### src/rtl/sti_rx.sv
// sti_rx: far end of the STI serial link; rebuilds 16-bit words from framed bit streams.
// Define STI_RX_FILL_CHK_EN to reject 24/32-bit frames whose non-payload bits are nonzero.
module sti_rx #(
    parameter int DW     = 16,
    parameter int STAT_W = 16
) (
    input  logic              clk,
    input  logic              reset,
    input  logic              si_data,
    input  logic              si_valid,
    input  logic [1:0]        cfg_length,
    input  logic              cfg_msb,
    input  logic              cfg_fill,
    input  logic              cfg_low,
    input  logic              si_end,
    output logic [DW-1:0]     po_data,
    output logic              po_valid,
    output logic              po_err,
    output logic [STAT_W-1:0] rx_count,
    output logic              rx_finish
);

    typedef enum logic {
        IDLE,
        SHIFT
    } state_t;

    state_t              state_q, state_d;
    logic [4:0]          cnt_q, cnt_d;
    logic [31:0]         frame_q, frame_d;
    logic [1:0]          len_q, len_d;
    logic                msb_q, msb_d;
    logic                fill_q, fill_d;
    logic                low_q, low_d;
    logic [DW-1:0]       po_data_q, po_data_d;
    logic                po_valid_q, po_valid_d;
    logic                po_err_q, po_err_d;
    logic [STAT_W-1:0]   rx_count_q, rx_count_d;
    logic                rx_finish_q, rx_finish_d;

    logic [1:0]          cur_len;
    logic                cur_msb;
    logic [4:0]          cur_cnt;
    logic [4:0]          last_idx;
    logic [4:0]          bit_idx;
    logic [31:0]         frame_ins;
    logic                frame_done;
    logic [15:0]         word;
    logic                fill_err;

    // The first bit of a frame is placed using the live config; later bits use the latched copy.
    always_comb begin
        cur_len    = (state_q == IDLE) ? cfg_length : len_q;
        cur_msb    = (state_q == IDLE) ? cfg_msb    : msb_q;
        cur_cnt    = (state_q == IDLE) ? 5'd0       : cnt_q;
        last_idx   = {cur_len, 3'b111};
        bit_idx    = cur_msb ? (last_idx - cur_cnt) : cur_cnt;
        frame_ins  = (state_q == IDLE) ? 32'd0 : frame_q;
        frame_ins[bit_idx] = si_data;
        frame_done = (state_q == SHIFT) && (cnt_q == last_idx);
    end

    always_comb begin
        word = frame_ins[15:0];
        unique case (len_q)
            2'b00:   word = low_q  ? {frame_ins[7:0], 8'h00} : {8'h00, frame_ins[7:0]};
            2'b01:   word = frame_ins[15:0];
            2'b10:   word = fill_q ? frame_ins[23:8]  : frame_ins[15:0];
            default: word = fill_q ? frame_ins[31:16] : frame_ins[15:0];
        endcase
    end

`ifdef STI_RX_FILL_CHK_EN
    always_comb begin
        fill_err = 1'b0;
        unique case (len_q)
            2'b10:   fill_err = fill_q ? (|frame_ins[7:0])  : (|frame_ins[23:16]);
            2'b11:   fill_err = fill_q ? (|frame_ins[15:0]) : (|frame_ins[31:16]);
            default: fill_err = 1'b0;
        endcase
    end
`else
    assign fill_err = 1'b0;
`endif

    // NOTE: every _d gets a default before the case so no path leaves one unassigned (no latches).
    always_comb begin
        state_d     = state_q;
        cnt_d       = cnt_q;
        frame_d     = frame_q;
        len_d       = len_q;
        msb_d       = msb_q;
        fill_d      = fill_q;
        low_d       = low_q;
        po_data_d   = po_data_q;
        po_valid_d  = 1'b0;
        po_err_d    = 1'b0;
        rx_count_d  = rx_count_q;
        rx_finish_d = rx_finish_q;

        if (!rx_finish_q) begin
            unique case (state_q)
                IDLE: begin
                    if (si_end) begin
                        rx_finish_d = 1'b1;
                    end else if (si_valid) begin
                        len_d   = cfg_length;
                        msb_d   = cfg_msb;
                        fill_d  = cfg_fill;
                        low_d   = cfg_low;
                        frame_d = frame_ins;
                        cnt_d   = 5'd1;
                        state_d = SHIFT;
                    end
                end
                SHIFT: begin
                    if (!si_valid) begin
                        po_err_d = 1'b1;
                        cnt_d    = 5'd0;
                        state_d  = IDLE;
                    end else if (frame_done) begin
                        frame_d = frame_ins;
                        cnt_d   = 5'd0;
                        state_d = IDLE;
                        if (fill_err) begin
                            po_err_d = 1'b1;
                        end else begin
                            po_valid_d = 1'b1;
                            po_data_d  = word;
                            rx_count_d = rx_count_q + 1'b1;
                        end
                    end else begin
                        frame_d = frame_ins;
                        cnt_d   = cnt_q + 5'd1;
                    end
                end
                default: state_d = IDLE;
            endcase
        end
    end

    // NOTE: sequential state uses non-blocking assignments so all registers update together.
    always_ff @(posedge clk or posedge reset) begin
        if (reset) begin
            state_q     <= IDLE;
            cnt_q       <= 5'd0;
            frame_q     <= 32'd0;
            len_q       <= 2'd0;
            msb_q       <= 1'b0;
            fill_q      <= 1'b0;
            low_q       <= 1'b0;
            po_data_q   <= '0;
            po_valid_q  <= 1'b0;
            po_err_q    <= 1'b0;
            rx_count_q  <= '0;
            rx_finish_q <= 1'b0;
        end else begin
            state_q     <= state_d;
            cnt_q       <= cnt_d;
            frame_q     <= frame_d;
            len_q       <= len_d;
            msb_q       <= msb_d;
            fill_q      <= fill_d;
            low_q       <= low_d;
            po_data_q   <= po_data_d;
            po_valid_q  <= po_valid_d;
            po_err_q    <= po_err_d;
            rx_count_q  <= rx_count_d;
            rx_finish_q <= rx_finish_d;
        end
    end

    assign po_data   = po_data_q;
    assign po_valid  = po_valid_q;
    assign po_err    = po_err_q;
    assign rx_count  = rx_count_q;
    assign rx_finish = rx_finish_q;

endmodule

### config.mk
export PLATFORM = sky130hd
export DESIGN_NAME = sti_rx
export DESIGN_NICKNAME = d
export VERILOG_FILES = /design/src/rtl/sti_rx.sv
export SDC_FILE = /design/constraint.sdc
export NUM_CORES = 1
export LEC_CHECK = 0
export ABC_AREA = 1
export BUFFER_PORTS_ARGS = -buffer_cell sky130_fd_sc_hd__buf_4
export CAP_MARGIN = 40
export CELL_PAD_IN_SITES_DETAIL_PLACEMENT = 0
export CELL_PAD_IN_SITES_GLOBAL_PLACEMENT = 1
export CORE_UTILIZATION = 39
export CTS_BUF_LIST = sky130_fd_sc_hd__clkbuf_4 sky130_fd_sc_hd__clkbuf_8 sky130_fd_sc_hd__clkbuf_16
export CTS_CLUSTER_DIAMETER = 30
export DETAILED_ROUTE_END_ITERATION = 8
export PLACE_DENSITY = 0.85
export SETUP_SLACK_MARGIN = 0.2
export SLEW_MARGIN = 10
export SYNTH_ARGS = -nofsm -noshare
export SYNTH_HDL_FRONTEND = slang
export SYNTH_SLANG_ARGS = --single-unit
### constraint.sdc
create_clock -name clk -period 2.6 [get_ports clk]
set_input_delay 0.52 -clock clk [delete_from_list [all_inputs] [get_ports clk]]
set_output_delay 0.52 -clock clk [all_outputs]
set_load 0.01 [all_outputs]
* Word level (Yosys, flattened, before mapping)
Cells that the tools add are included.
Cells by class: $add $sub $neg 3, bitwise operators 3, muxes and demuxes 35, shifts and indexed selects 0, multiply operators 0, equality and inequality tests 5, reductions and logical operators 7, $lt $le $gt $ge 2, div/mod/pow operators 0
Operators with widths (number):
- two-way mux 32 bit | 3
- one-hot mux 32 bit (2 select lines) | 1
- two-way mux 16 bit | 3
- one-hot mux 16 bit (3 select lines) | 1
- bitwise mux 32 bit | 1
- two-way mux 5 bit | 6
- adder 16 x 1 -> 16 bit (second input constant) | 1
- two-way mux 1 bit | 16
- one-hot mux 5 bit (2 select lines) | 1
- AND reduction 4 bit | 2
- less-than comparator 5 x 6 -> 1 bit (second input constant) | 1
- adder 5 x 1 -> 5 bit (second input constant) | 1
- demux 1 bit (select 5 bit) | 1
- equality test 5 bit | 1
- >= comparator 5 x 1 -> 1 bit (second input constant) | 1
- subtractor 5 bit | 1
- != test 2 bit (second input constant) | 2
- NOT 1 bit | 3
- AND reduction 3 bit | 1
- equality test 2 x 1 -> 1 bit (second input constant) | 1
- equality test 2 bit (second input constant) | 1
- logical AND 1 bit | 2
- zero test 2 bit | 1
- two-way mux 2 bit | 1
- 2 further kinds | 2
Word-level totals: latch bits 0, logic and storage cells 67, bits in registers 78, memory bits (read-only) 0, memory bits (writable) 0, memories kept 0, input bits 10

* Longest topological paths before layout
word-level depth 11, depth in mapped cells 20, mapped depth without buffers 18

* Worst setup path after synthesis
No wires, ideal clock.
kind register to register, start register state_q, end register po_data_q[15], in the netlist po_data[15], arrival 1.996 ns, slack 0.488 ns, period minus slack after synthesis 2.112 ns, stages on the path, launching flop included 19, buffers on the path 1, path through dfrtp_1 -> buf_6 -> inv_6 -> nand2_1 -> o21ai_2 -> inv_2 -> ha_1 -> nand3_1 -> nand3_1 -> nand2_1 -> nand2_4 -> nor2_4 -> nand4_1 -> nand3_1 -> nand2_1 -> nor2_1 -> nor2_1 -> nand2_1 -> nand2_1
Between the ends: cells in the longest elaborated chain, start to end 10, elaborated cells between the ends (all ways) 19, classes of those cells add/sub: 1; order compare: 2; eq/ne: 1; mux: 12; reduce/logical: 3
Ends and longest elaborated chain:
- from (decl) | line 28 | state_t state_q, state_d;
- from (signal assigned) | line 158 | state_q <= state_d;
- two-way mux 5 bit / two-way mux 2 bit (equally long branches) | line 55, 53
- subtractor 5 bit | line 57 | bit_idx = cur_msb ? (last_idx - cur_cnt) : cur_cnt;
- two-way mux 5 bit | line 57
- less-than comparator 5 x 6 -> 1 bit (not written as such) / >= comparator 5 x 1 -> 1 bit (equally long branches) | line 59 | frame_ins[bit_idx] = si_data;
- logical AND 1 bit (not written as such) | line 59
- two-way mux 1 bit (not written as such) | line 59
- demux 1 bit (select 5 bit) | line 59
- bitwise mux 32 bit | line 59
- two-way mux 16 bit, on equally long branches | line 69, 66, 68
- one-hot mux 16 bit (3 select lines) | line 65 | unique case (len_q)
- to (signal assigned) | line 165 | po_data_q <= po_data_d;
- to (decl) | line 35 | logic [DW-1:0] po_data_q, po_data_d;
Several ways; a longest one is shown, not always the timed one. A chain may end at the register's enable or synchronous reset.

* Worst setup path after layout
start register state_q, end register po_data_q[13], in the netlist po_data[13]
Same word-level chain as after synthesis.

==> reports/results.tsv <==
metric	value	unit
grt_pass1_vias	5324	
wirelength	15450	µm
crit_type	reg -> reg	
hold_viol_final	0	
dieArea	14090	µm²
rsz0062_at_grt	yes	
area_growth	21.39	%
outcome	completed	
synthTopCellsByCount	288 x nand2_1, 82 x nand3_1, 78 x dfrtp_1, 61 x inv_1, 61 x nand4_1	
dr.pass1.iters	5	
synth_top_area_share	0.3675	
synth_top_area_cell	dfrtp_1	
clockBufferDepth	2	
p_per_area	919.0	nW/µm²
slew_headroom	0.4183	
fin_skew	11.06	ps
power_frac_comb	0.532	
synth_edf_count	0	
route.detailed.drc	0	
synth_seq_area_share	0.3675	
ys_seq_elements	78	
grt-ovfl-total	0	
postSynthAreaPerCell	6.871	µm²
end_kind	flop	
fin_setup_tns	0	ps
layout_min_cycle_time	2330	ps
die_w	118.7	µm
num_antenna_cells	0	
nets	844	
cts_max_level	3	
portBuffers	44	
via_per_inst	5.372	
clkLatencyLatePin	340	ps
whs	233.8	ps
dp_hpwl	10280	µm
dpl_cell_area	5938	µm²
synth_area_leaders	dfrtp_1 37%, nand2_1 20%, nand3_1 7.7%	
worst_pin_slew	872.5	ps
vias	5431	
clk_pin_slew	70	ps
postLayoutCellArea	6447	µm²
p_leak	3.359	nW
p_seq_frac	0.268	
synth_most_common_cell	nand2_1	
fin_ws	270.3	ps
numCtsBuffers	9	
p_sw_frac	0.4636	
fp.dieH	118.7	µm
critical_path.startpoint_type	flop	
ioPinCount	45	
yosysUniqueCellTypes	34	
fmax	429.2	MHz
cp_max_fo	8	
cts_tree	yes	
p_total	0.005925	W
period_share	0.8960	
drive_gt1_frac	0.2048	
syn_inst	773	
setup_viol	0	
yosysWarnings	0	
pre_cts_ws	86.41	ps
synth-async-reset-ratio	1.000	
core	13240	µm²
antenna_found_initial	0	
root_buffer	clkbuf_16	
postCtsHoldBufs	0	
ir_drop	0.4501	mV
wl_per_cell	15.28	µm
n_fill_cell	1324	
grt_max_degree	39	
crit_required	2830	ps
netSwitchingPower	0.002747	W
ant_nets	0	
cp.arrival	2550	ps
maxCapViolCount	0	
grt_usage	0.2319	
cts.sinks	78	
clkPwrFrac	0.200	
syn-num-nets	786	
start_util	0.4011	
grt_pass1_wl	26250	µm
ys.flop_type	dfrtp_1	
min_path_type	in -> async	
gp_congestion	0.8476	
drt_iter0_drc	493	
drv_slew	0	
num_rows	42	
synthesis.area	5311	µm²
p_int	0.003178	W
-- metrics by stage --
| step | instances | utilization |
|---|---|---|
| 6_report | 1011 | 0.4869 |
| 5_1_grt | 1011 | 0.4869 |
| 4_1_cts | 1003 | 0.4729 |
| 3_5_place_dp | 982 | 0.4484 |
| 3_3_place_gp | 982 | 0.4484 |
| 2_1_floorplan | 773 | - |
-- routing by layer --
layer  part of all wire  global-route usage  up-vias
met1               0.44              0.3090     2513
met2               0.47              0.3695      243
met5                  0                   0        -
li1                   -                   -     2638
met4              0.025             0.09256        0
met3              0.068             0.04440       37
-- power groups by stage --
stage	Clock, W	Combinational [W]	Sequential (W)
after detailed placement	0	0.00287	0.00161
after global routing	0.00125	0.00346	0.00162
after CTS	0.00121	0.00292	0.00159
after global placement	0	0.00283	0.00160
final	0.00118	0.00315	0.00159
after floorplan	0	0.00211	0.00157
-- layout make-up --
class                      instances  area [µm²]  share of cell area
clock buffer                       9       225.2             0.03493
inverter                          70       275.3             0.04269
multi-input combinational        585        2988              0.4634
sequential                        78        1954              0.3031
tap                              176       220.2             0.03415
timing repair buffer              87       735.7              0.1141
clock inverter                     6       48.80            0.007568
-- placed cells by master, fill, tap and decap left out, drive strengths merged --
cell	count
nand3	83
a22oi	1
nand3b	1
mux2	1
dfrtp	78
clkbuf	9
nor2	58
nor3	7
clkinvlp	5
nand2	298
xnor2	9
ha	3
nor3b	1
o21ai	29
xor2	6
o21a	8
inv	67
buf	87
a21oi	11
nand4	69
clkinv	4
-- critical path: stages, from the launching register on --
cell	delay (ps)
dfrtp_2	440
clkinv_4	70
nand2_2	60
o21ai_4	60
inv_2	70
ha_4	160
inv_2	60
nand3_4	60
nand4_1	160
nand2_4	130
nor2_4	220
nand4_1	200
nand2_2	130
nor2_1	40
nor2_1	100
nand2_1	80
nand2_2	80
nand2_1	60
-- flip-flops by register name (all words and copies together) (netlist names), 2 cells and up --
| name | count |
|---|---|
| cnt_q | 5 |
| frame_q | 32 |
| po_data | 16 |
| len_q | 2 |
| rx_count | 16 |
-- cell families (layout without fill, tap and decap cells) --
logic type	count (synthesis)	after routing	synth area share
AOI/OAI and AO/OA	49	49	0.05183
adders and majority gates	3	3	0.007068
DFF	78	78	0.3675
and+or+nand+nor	516	517	0.4558
muxes	1	1	0.002120
buffers and inverters	111	172	0.09093
xor gates and xnor gates	15	15	0.02474
-- worst paths after layout --
check	cells past startpoint	to	startpoint	slack, ps
worst max-delay path	17	po_data[13]$_DFFE_PP0P_	state_q$_DFFE_PP0N_	270
worst min-delay path	2	po_data[7]$_DFFE_PP0P_	reset	230
worst min register to register	2	po_data[11]$_DFFE_PP0P_	po_data[11]$_DFFE_PP0P_	480
worst max register to register	17	po_data[13]$_DFFE_PP0P_	state_q$_DFFE_PP0N_	270
min in group clk	2	po_err$_DFF_PP0_	si_valid	340
max in group asynchronous	3	frame_q[4]$_DFFE_PP0P_	reset	1690
-- timing repair --
| action | CTS | global route |
|---|---|---|
| setup endpoints to repair | 7 | 24 |
| pin swaps | 5 | 25 |
| gates cloned | 1 | 0 |
| resized for setup | 3 | 30 |
| setup buffers | 5 | 8 |
Note: power is estimated with default switching activity, not from simulation.
